### config.mk
export PLATFORM = sky130hd
export DESIGN_NAME = alu_internal_seq_flat
export DESIGN_NICKNAME = d
export VERILOG_FILES = /design/src/rtl/alu_internal_seq_if.sv /design/src/rtl/alu_internal_seq.sv /design/src/flat_wrapper.sv
export SDC_FILE = /design/constraint.sdc
export NUM_CORES = 1
export LEC_CHECK = 0
export CAP_MARGIN = 0
export CORE_MARGIN = 2
export CORE_UTILIZATION = 51
export DETAILED_ROUTE_END_ITERATION = 12
export PLACE_DENSITY = 0.75
export SYNTH_ARGS = -nofsm -noshare
export SYNTH_HDL_FRONTEND = slang
export SYNTH_SLANG_ARGS = --single-unit
### constraint.sdc
create_clock -name clk -period 3.6 [get_ports clk]
set_input_delay 1.08 -clock clk [delete_from_list [all_inputs] [get_ports clk]]
set_output_delay 1.08 -clock clk [all_outputs]
set_load 0.005 [all_outputs]
### src/rtl/alu_internal_seq_if.sv
//------------------------------------------------------------------------------
// alu_internal_seq_if : request/strobe bundle between ALU sequencer and decoder
// Revision: 1.0
//------------------------------------------------------------------------------
`default_nettype none

interface alu_internal_seq_if;
  logic       start;
  logic [2:0] op;
  logic       stall;
  logic       INTERNAL_MOV;
  logic       ADDRESS_MODE;
  logic       INTERNAL_INC_DEC;
  logic       INTERNAL_DEC;
  logic       busy;
  logic       done;
  logic       err;

  modport master (
    output start, op, stall,
    input  INTERNAL_MOV, ADDRESS_MODE, INTERNAL_INC_DEC, INTERNAL_DEC,
    input  busy, done, err
  );

  modport slave (
    input  start, op, stall,
    output INTERNAL_MOV, ADDRESS_MODE, INTERNAL_INC_DEC, INTERNAL_DEC,
    output busy, done, err
  );
endinterface

`default_nettype wire

### src/rtl/alu_internal_seq.sv
//------------------------------------------------------------------------------
// alu_internal_seq : micro-step sequencer producing active-low Ctrl2 strobes
// Revision: 1.0
//------------------------------------------------------------------------------
`default_nettype none

module alu_internal_seq #(
  parameter int STEP_CYCLES = 1,
  parameter int CNT_W       = 4
) (
  input  logic               clk,
  input  logic               rst,
  alu_internal_seq_if.slave  bus
);

  typedef enum logic [1:0] {
    IDLE  = 2'd0,
    STEP1 = 2'd1,
    STEP2 = 2'd2,
    DONE  = 2'd3
  } state_t;

  localparam logic [CNT_W-1:0] LAST_CNT = CNT_W'(STEP_CYCLES - 1);

  // Strobe vectors ordered {MOV, ADDRESS_MODE, INC_DEC, DEC}, all active low
  localparam logic [3:0] STB_IDLE = 4'b1111;
  localparam logic [3:0] STB_A    = 4'b1011;
  localparam logic [3:0] STB_M    = 4'b0111;
  localparam logic [3:0] STB_I    = 4'b0101;
  localparam logic [3:0] STB_D    = 4'b0100;

  state_t           state, state_n;
  logic [CNT_W-1:0] cnt, cnt_n;
  logic [2:0]       op_q, op_n;
  logic [3:0]       stb_q, stb_n;
  logic             busy_q, busy_n;
  logic             done_q, done_n;
  logic             err_q, err_n;
  logic             accept;

  function automatic logic [3:0] step_strobes(input logic [2:0] code, input logic second);
    logic [3:0] s;
    case (code)
      3'd1:    s = STB_A;
      3'd2:    s = STB_M;
      3'd3:    s = STB_I;
      3'd4:    s = STB_D;
      3'd5:    s = second ? STB_I : STB_A;
      3'd6:    s = second ? STB_A : STB_D;
      default: s = STB_IDLE;
    endcase
    return s;
  endfunction

  always_comb begin
    state_n = state;
    cnt_n   = cnt;
    op_n    = op_q;
    err_n   = 1'b0;
    accept  = 1'b0;

    case (state)
      IDLE: accept = bus.start;
      STEP1, STEP2: begin
        if (!bus.stall) begin
          if (cnt == LAST_CNT) begin
            cnt_n   = '0;
            state_n = (state == STEP1 && (op_q == 3'd5 || op_q == 3'd6)) ? STEP2 : DONE;
          end else begin
            cnt_n = cnt + CNT_W'(1);
          end
        end
      end
      DONE: begin
        // A stalled DONE freezes the whole completion cycle, err included
        if (bus.stall) begin
          err_n = err_q;
        end else begin
          accept  = bus.start;
          state_n = IDLE;
        end
      end
      default: state_n = IDLE;
    endcase

    if (accept) begin
      op_n  = bus.op;
      cnt_n = '0;
      if (bus.op == 3'd0 || bus.op == 3'd7) begin
        state_n = DONE;
        err_n   = (bus.op == 3'd7);
      end else begin
        state_n = STEP1;
      end
    end

    // Outputs are precomputed from the next state so they leave flops directly
    case (state_n)
      STEP1:   stb_n = step_strobes(op_n, 1'b0);
      STEP2:   stb_n = step_strobes(op_n, 1'b1);
      default: stb_n = STB_IDLE;
    endcase
    busy_n = (state_n == STEP1) || (state_n == STEP2);
    done_n = (state_n == DONE);
  end

  always_ff @(posedge clk) begin
    if (rst) begin
      state  <= IDLE;
      cnt    <= '0;
      op_q   <= 3'd0;
      stb_q  <= STB_IDLE;
      busy_q <= 1'b0;
      done_q <= 1'b0;
      err_q  <= 1'b0;
    end else begin
      state  <= state_n;
      cnt    <= cnt_n;
      op_q   <= op_n;
      stb_q  <= stb_n;
      busy_q <= busy_n;
      done_q <= done_n;
      err_q  <= err_n;
    end
  end

  assign bus.INTERNAL_MOV     = stb_q[3];
  assign bus.ADDRESS_MODE     = stb_q[2];
  assign bus.INTERNAL_INC_DEC = stb_q[1];
  assign bus.INTERNAL_DEC     = stb_q[0];
  assign bus.busy             = busy_q;
  assign bus.done             = done_q;
  assign bus.err              = err_q;

endmodule

`default_nettype wire

### src/flat_wrapper.sv
// flat-port wrapper written by rule: the top's interface ports become plain ports
module alu_internal_seq_flat 
#(
  parameter int STEP_CYCLES = 1,
  parameter int CNT_W       = 4
)
  (clk, rst, bus_start, bus_op, bus_stall, bus_INTERNAL_MOV, bus_ADDRESS_MODE, bus_INTERNAL_INC_DEC, bus_INTERNAL_DEC, bus_busy, bus_done, bus_err);
  alu_internal_seq_if bus_i ();
  input  logic clk;
  input  logic rst;
  input wire logic [$bits(bus_i.start)-1:0] bus_start;
  input wire logic [$bits(bus_i.op)-1:0] bus_op;
  input wire logic [$bits(bus_i.stall)-1:0] bus_stall;
  output wire logic [$bits(bus_i.INTERNAL_MOV)-1:0] bus_INTERNAL_MOV;
  output wire logic [$bits(bus_i.ADDRESS_MODE)-1:0] bus_ADDRESS_MODE;
  output wire logic [$bits(bus_i.INTERNAL_INC_DEC)-1:0] bus_INTERNAL_INC_DEC;
  output wire logic [$bits(bus_i.INTERNAL_DEC)-1:0] bus_INTERNAL_DEC;
  output wire logic [$bits(bus_i.busy)-1:0] bus_busy;
  output wire logic [$bits(bus_i.done)-1:0] bus_done;
  output wire logic [$bits(bus_i.err)-1:0] bus_err;
  assign bus_i.start = bus_start;
  assign bus_i.op = bus_op;
  assign bus_i.stall = bus_stall;
  assign bus_INTERNAL_MOV = bus_i.INTERNAL_MOV;
  assign bus_ADDRESS_MODE = bus_i.ADDRESS_MODE;
  assign bus_INTERNAL_INC_DEC = bus_i.INTERNAL_INC_DEC;
  assign bus_INTERNAL_DEC = bus_i.INTERNAL_DEC;
  assign bus_busy = bus_i.busy;
  assign bus_done = bus_i.done;
  assign bus_err = bus_i.err;
  alu_internal_seq #(.STEP_CYCLES(STEP_CYCLES), .CNT_W(CNT_W)) u_core (.clk(clk), .rst(rst), .bus(bus_i));
endmodule
After elaboration in Yosys (flattened, before gate mapping)
Index checks and enable logic that the tools add are counted.
{"block": "totals", "ram_bits": 0, "mem_count": 0, "regBits": 16, "latchBits": 0, "output_inout_bits": 7, "in_bits": 7, "romBits": 0}
{"block": "op_classes", "eq_ne": 15, "n_addsub": 1, "mux": 18, "n_div": 0, "order_cmp": 0, "mul": 0, "shifts": 0, "n_reduce_logical": 14, "n_bitwise": 1}
{"op": "4-bit case mux with 4 select lines", "count": 2}
{"op": "3-bit == test, second input constant", "count": 6}
{"op": "2-bit OR reduction", "count": 6}
{"op": "2-bit two-way mux", "count": 5}
{"op": "2-bit == test, second input constant", "count": 4}
{"op": "4-bit case mux with 2 select lines", "count": 1}
{"op": "3-bit by 2-bit == test with 1-bit output, second input constant", "count": 2}
{"op": "1-bit two-way mux", "count": 6}
{"op": "4-bit by 1-bit adder with 4-bit output, second input constant", "count": 1}
{"op": "2-bit by 1-bit == test with 1-bit output, second input constant", "count": 2}
{"op": "4-bit logical NOT", "count": 1}
{"op": "4-bit two-way mux", "count": 1}
{"op": "2-bit case mux with 2 select lines", "count": 1}
{"op": "3-bit by 1-bit == test with 1-bit output, second input constant", "count": 1}
{"op": "3-bit logical NOT", "count": 1}
{"op": "1-bit logical OR", "count": 3}
{"op": "3-bit two-way mux", "count": 1}
{"op": "2-bit logical NOT", "count": 1}
{"op": "1-bit case mux with 2 select lines", "count": 1}
{"op": "2-bit AND reduction", "count": 1}
{"op": "1-bit logical AND", "count": 1}
{"op": "1-bit NOT", "count": 1}

Logic depth before layout (Yosys ltp)
{"block": "logic_depth", "word_depth": 10, "mapped_depth": 12, "depth_no_buf": 11}

Worst setup path after synthesis
OpenSTA, ideal clock, no wires.
{"block": "synth_timing", "path_kind": "input port to flip-flop", "start": "in bus_stall", "end": "reg u_core.stb_q[3]", "arrival_time_ns": 2.646, "setup_time_ns": 0.116, "setup_slack_ns": 0.838, "cell_stages": 9, "cell_sequence": "nor4b_1 > nor2b_1 > o21ai_0 > nor2_1 > inv_1 > ha_1 > nor2_1 > o21ai_0 > a31o_2"}
{"block": "synth_via", "word_cells_on_any_way": 22}
{"item": "from (decl)", "line": "flat_wrapper.sv:13", "source": "input wire logic [$bits(bus_i.stall)-1:0] bus_stall;"}
{"item": "2-bit two-way mux (tied with other cells)", "line": "alu_internal_seq.sv:76", "source": "if (bus.stall) begin"}
{"item": "2-bit case mux with 2 select lines or 1-bit case mux with 2 select lines (tied branches)", "line": "alu_internal_seq.sv:62", "source": "case (state)"}
{"item": "2-bit two-way mux *", "line": "alu_internal_seq.sv:86", "source": "if (accept) begin"}
{"item": "net u_core.state_n[0]", "line": "alu_internal_seq.sv:32", "source": "state_t state, state_n;"}
{"item": "2-bit == test or 2-bit by 1-bit == test with 1-bit output (tied branches)", "line": "alu_internal_seq.sv:98", "source": "case (state_n)"}
{"item": "4-bit case mux with 2 select lines *", "line": "alu_internal_seq.sv:98"}
{"item": "to (signal assigned)", "line": "alu_internal_seq.sv:120", "source": "stb_q <= stb_n;"}
{"item": "to (decl)", "line": "alu_internal_seq.sv:35", "source": "logic [3:0] stb_q, stb_n;"}
The timed path passes the listed nets; every way through them passes the cells marked *.
A chain may end at the register's enable or synchronous reset.

Worst setup path in the final report
Same ends and word-level chain as after synthesis.

==> impl_metrics.csv <==
group,metric,value,unit
run_status,status,"finished, final reports clean",
detailed_routing,vias,777,
synthesis,netlist.top_cell.by_area,"dfxtp_1",
synthesis,synthTopCellsByArea,"dfxtp_1, ha_1, nor2_1, nor2b_1, mux2i_1",
synthesis,yosysWarnings,0,
cts,path_clk_slew,0.09,ns
floorplanning,coreArea,1750,um2
synthesis,postSynthCellCount,107,
synthesis,synth_seq_cells,16,
place,hpwl,1480,um
detailed_routing,ant_nets,0,
pwr,p_per_area,860,nW/um2
cts,htree_levels,1,
sta,fin_ws,0.368,ns
hold_path,holdCritStartpoint,"u_core.cnt[3]$_SDFFE_PP0P_",
pwr,power_frac_clock,12.0,%
cts,cts_tree,"built",
worst_setup_path,slowest_delay,0.49,ns
place,io_buffers,13,
worst_setup_path,r2r_slack,0.95,ns
pwr,p_switching,417,uW
sta,skew,0.000739,ns
cells_and_area,area_growth_syn_to_layout,19.4,%
sta,rsz0062_at_grt,"false",
worst_setup_path,cp.required,3.79,ns
synthesis,synth_nets,123,
detailed_routing,routedWlPerCell,12.7,um
cells_and_area,drive_above_1_share,11.5,%
worst_setup_path,setup.worst_path.class,"input port to register",
cts,cts_hold_buf,0,
synthesis,synth-edff-count,0,
hold_path,holdPathStages,2,
grt,grt_pass1_wl,3220,um
sta,slew_headroom,74.2,%
grt,grt_pass1_vias,779,
grt,grt_max_degree,11,
place,placed_area,1110,um2
sta,setup_tns,0,ns
cells_and_area,final_nets,139,
floorplanning,initial_utilization,55.0,%
pwr,total_power,985,uW
sta,final-setup-viol-count,0,
job,cap_violations,0,
pwr,p_int,568,uW
detailed_routing,drt_first_iter_violations,7,
synthesis,synthDistinctLibCells,34,
cts,clock_path_buffers,2,
synthesis,synthFlopType,"dfxtp_1",
synthesis,synth-async-reset-ratio,0,%
worst_setup_path,r2r-start,"u_core.state[1]$_SDFF_PP0_",
pwr,p_leak,0.491,nW
worst_setup_path,regToRegEndpoint,"u_core.stb_q[3]$_SDFF_PP1_",
floorplanning,rows,15,
detailed_routing,drc,0,
worst_setup_path,arrival,3.42,ns
worst_setup_path,crit_family,"simple AND/OR/NAND/NOR gates",
floorplanning,die_area,2240,um2
detailed_routing,wl,1860,um
hold_path,worstHoldPathType,"register to register",
pwr,peakVddDrop,0.409,mV
sta,period_share,89.8,%
cts,cts-root-buf,"clkbuf_4",
pwr,p_seq_share,27.0,%
floorplanning,io_pins,14,
synthesis,yosysMostFrequentCell,"dfxtp_1",
synthesis,syn_area,960,um2
grt,grt_usage,20.5,%
worst_setup_path,crit_chain,"clkdlybuf4s50_1 -> nor4b_1 -> nor2b_1 -> o21ai_0 -> nor2_1 -> inv_1 -> ha_1 -> nor2_1 -> o21ai_0 -> a31o_2",
synthesis,synth.top_cell.area_share,33.4,%
hold_path,whs_endpoint,"u_core.cnt[3]$_SDFFE_PP0P_",
grt,antenna_found_initial,0,
cts,clock_latency,0.28,ns
cts,cts_made_buffers,3,
worst_setup_path,path_buf_inv,2,
synthesis,ys_seq_area_share,33.4,%
cts,cts_resized,0,
pwr,combPwrFrac,60.9,%
cells_and_area,design_area,1150,um2
synthesis,netlist_top_cells_count,"dfxtp_1, nor2_1, ha_1",
detailed_routing,via_per_inst,5.29,
worst_setup_path,cp-end-kind,"register",
grt,grt_remaining_overflow,0,
place,gp_congestion,0.846,
sta,holdWs,0.530,ns
worst_setup_path,cpMaxStageDelayCell,"clkdlybuf4s50_1",
worst_setup_path,start_kind,"input port",
sta,worst_pin_slew,0.384,ns
synthesis,syn_avg_cell_area,8.97,um2
sta,min_period,3.23,ns
cts,post-cts-setup-buffer-count,0,
worst_setup_path,crit_path_max_fanout,5,
cts,cts_sinks,16,
worst_setup_path,worst-r2r-cell-count,9,
pwr,swShare,42.4,%
floorplanning,die_h,47.4,um
detailed_routing,firstDrtPassIters,4,
floorplanning,fp.dieW,47.4,um
sta,finalHoldViolCount,0,
sta,fmax,0.309,GHz
place,pre_cts_ws,0.0719,ns
sta,slew_violations,0,
cells_and_area,antenna_cells,0,
kinds of logic after synthesis:
| logic type | after synthesis | share of synthesized area [%] |
|---|---|---|
| AO/OA/AOI/OAI | 19 | 14.3 |
| XOR/XNOR | 6 | 5.48 |
| adder cells (fa/ha/maj) | 9 | 11.7 |
| buffers and inverters | 10 | 4.69 |
| flip-flops | 16 | 33.4 |
| multiplexers | 7 | 8.34 |
| AND/OR/NAND/NOR | 40 | 22.0 |
power by group through the flow:
stage / Combinational (mW) / Clock (mW) / Sequential (mW)
2_1_floorplan: 0.461 / 0 / 0.261
3_3_place_gp: 0.579 / 0 / 0.264
3_5_place_dp: 0.599 / 0 / 0.269
4_1_cts: 0.601 / 0.123 / 0.265
5_1_grt: 0.678 / 0.132 / 0.270
6_report: 0.600 / 0.119 / 0.266
area by class of cell:
type                    instances  area [um2]
repair buffers                 14         138
fillers                       163         599
inverters                       7        26.3
multi-input cells              81         594
clock buffers                   4        36.3
flip-flops and latches         16         320
well taps                      25        31.3
tightest hold or removal path, cell delays in order (launching register included):
cell	delay [ns]
dfxtp_1	0.36
xor2_1	0.07
nor2_1	0.07
state kept, by name (all words and copies together) (netlist names):
name,cells
u_core.bus.busy,1
u_core.bus.done,1
u_core.bus.err,1
u_core.state,2
u_core.stb_q,4
u_core.op_q,3
u_core.cnt,4
layer usage:
layer	vias to the layer above	GRT usage [%]	routed length [um]
li1	397	-	-
met3	2	5.77	54
met5	-	0	0
met2	11	36.8	968
met1	367	22.2	826
met4	0	8.89	14
stage by stage:
step / util (%) / instances
floorplan: - / 107
global placement: 63.6 / 143
detailed placement: 63.6 / 143
CTS: 65.7 / 147
global route: 65.7 / 147
finish: 65.7 / 147
worst max-delay path by stage:
| stage | slack [ns] | depth (start not counted) | endpoint | from |
|---|---|---|---|---|
| 3_3_place_gp | 0.18 | 10 | u_core.stb_q[3]$_SDFF_PP1_ | bus_stall |
| 5_1_grt | 0.07 | 10 | u_core.stb_q[3]$_SDFF_PP1_ | bus_stall |
| 3_5_place_dp | 0.07 | 10 | u_core.stb_q[3]$_SDFF_PP1_ | bus_stall |
| 6_report | 0.37 | 10 | u_core.stb_q[3]$_SDFF_PP1_ | bus_stall |
| 4_1_cts | 0.40 | 10 | u_core.stb_q[3]$_SDFF_PP1_ | bus_stall |
| 2_1_floorplan | 0.84 | 9 | u_core.stb_q[3]$_SDFF_PP1_ | bus_stall |
cell usage in the layout (no fill, tap or decap), types with 2 or more instances in the layout:
cell type,n
clkbuf_4,3
nor2_1,14
nor2b_1,8
o31ai_1,3
inv_1,7
nor3_1,3
ha_1,9
xor2_1,3
a21oi_1,3
nand2_1,5
mux2i_1,4
xnor2_1,3
nand3_1,2
clkdlybuf4s50_1,13
o21ai_0,4
and3_1,2
nand3b_1,2
dfxtp_1,16
Note: power is estimated with default switching activity, not from simulation.
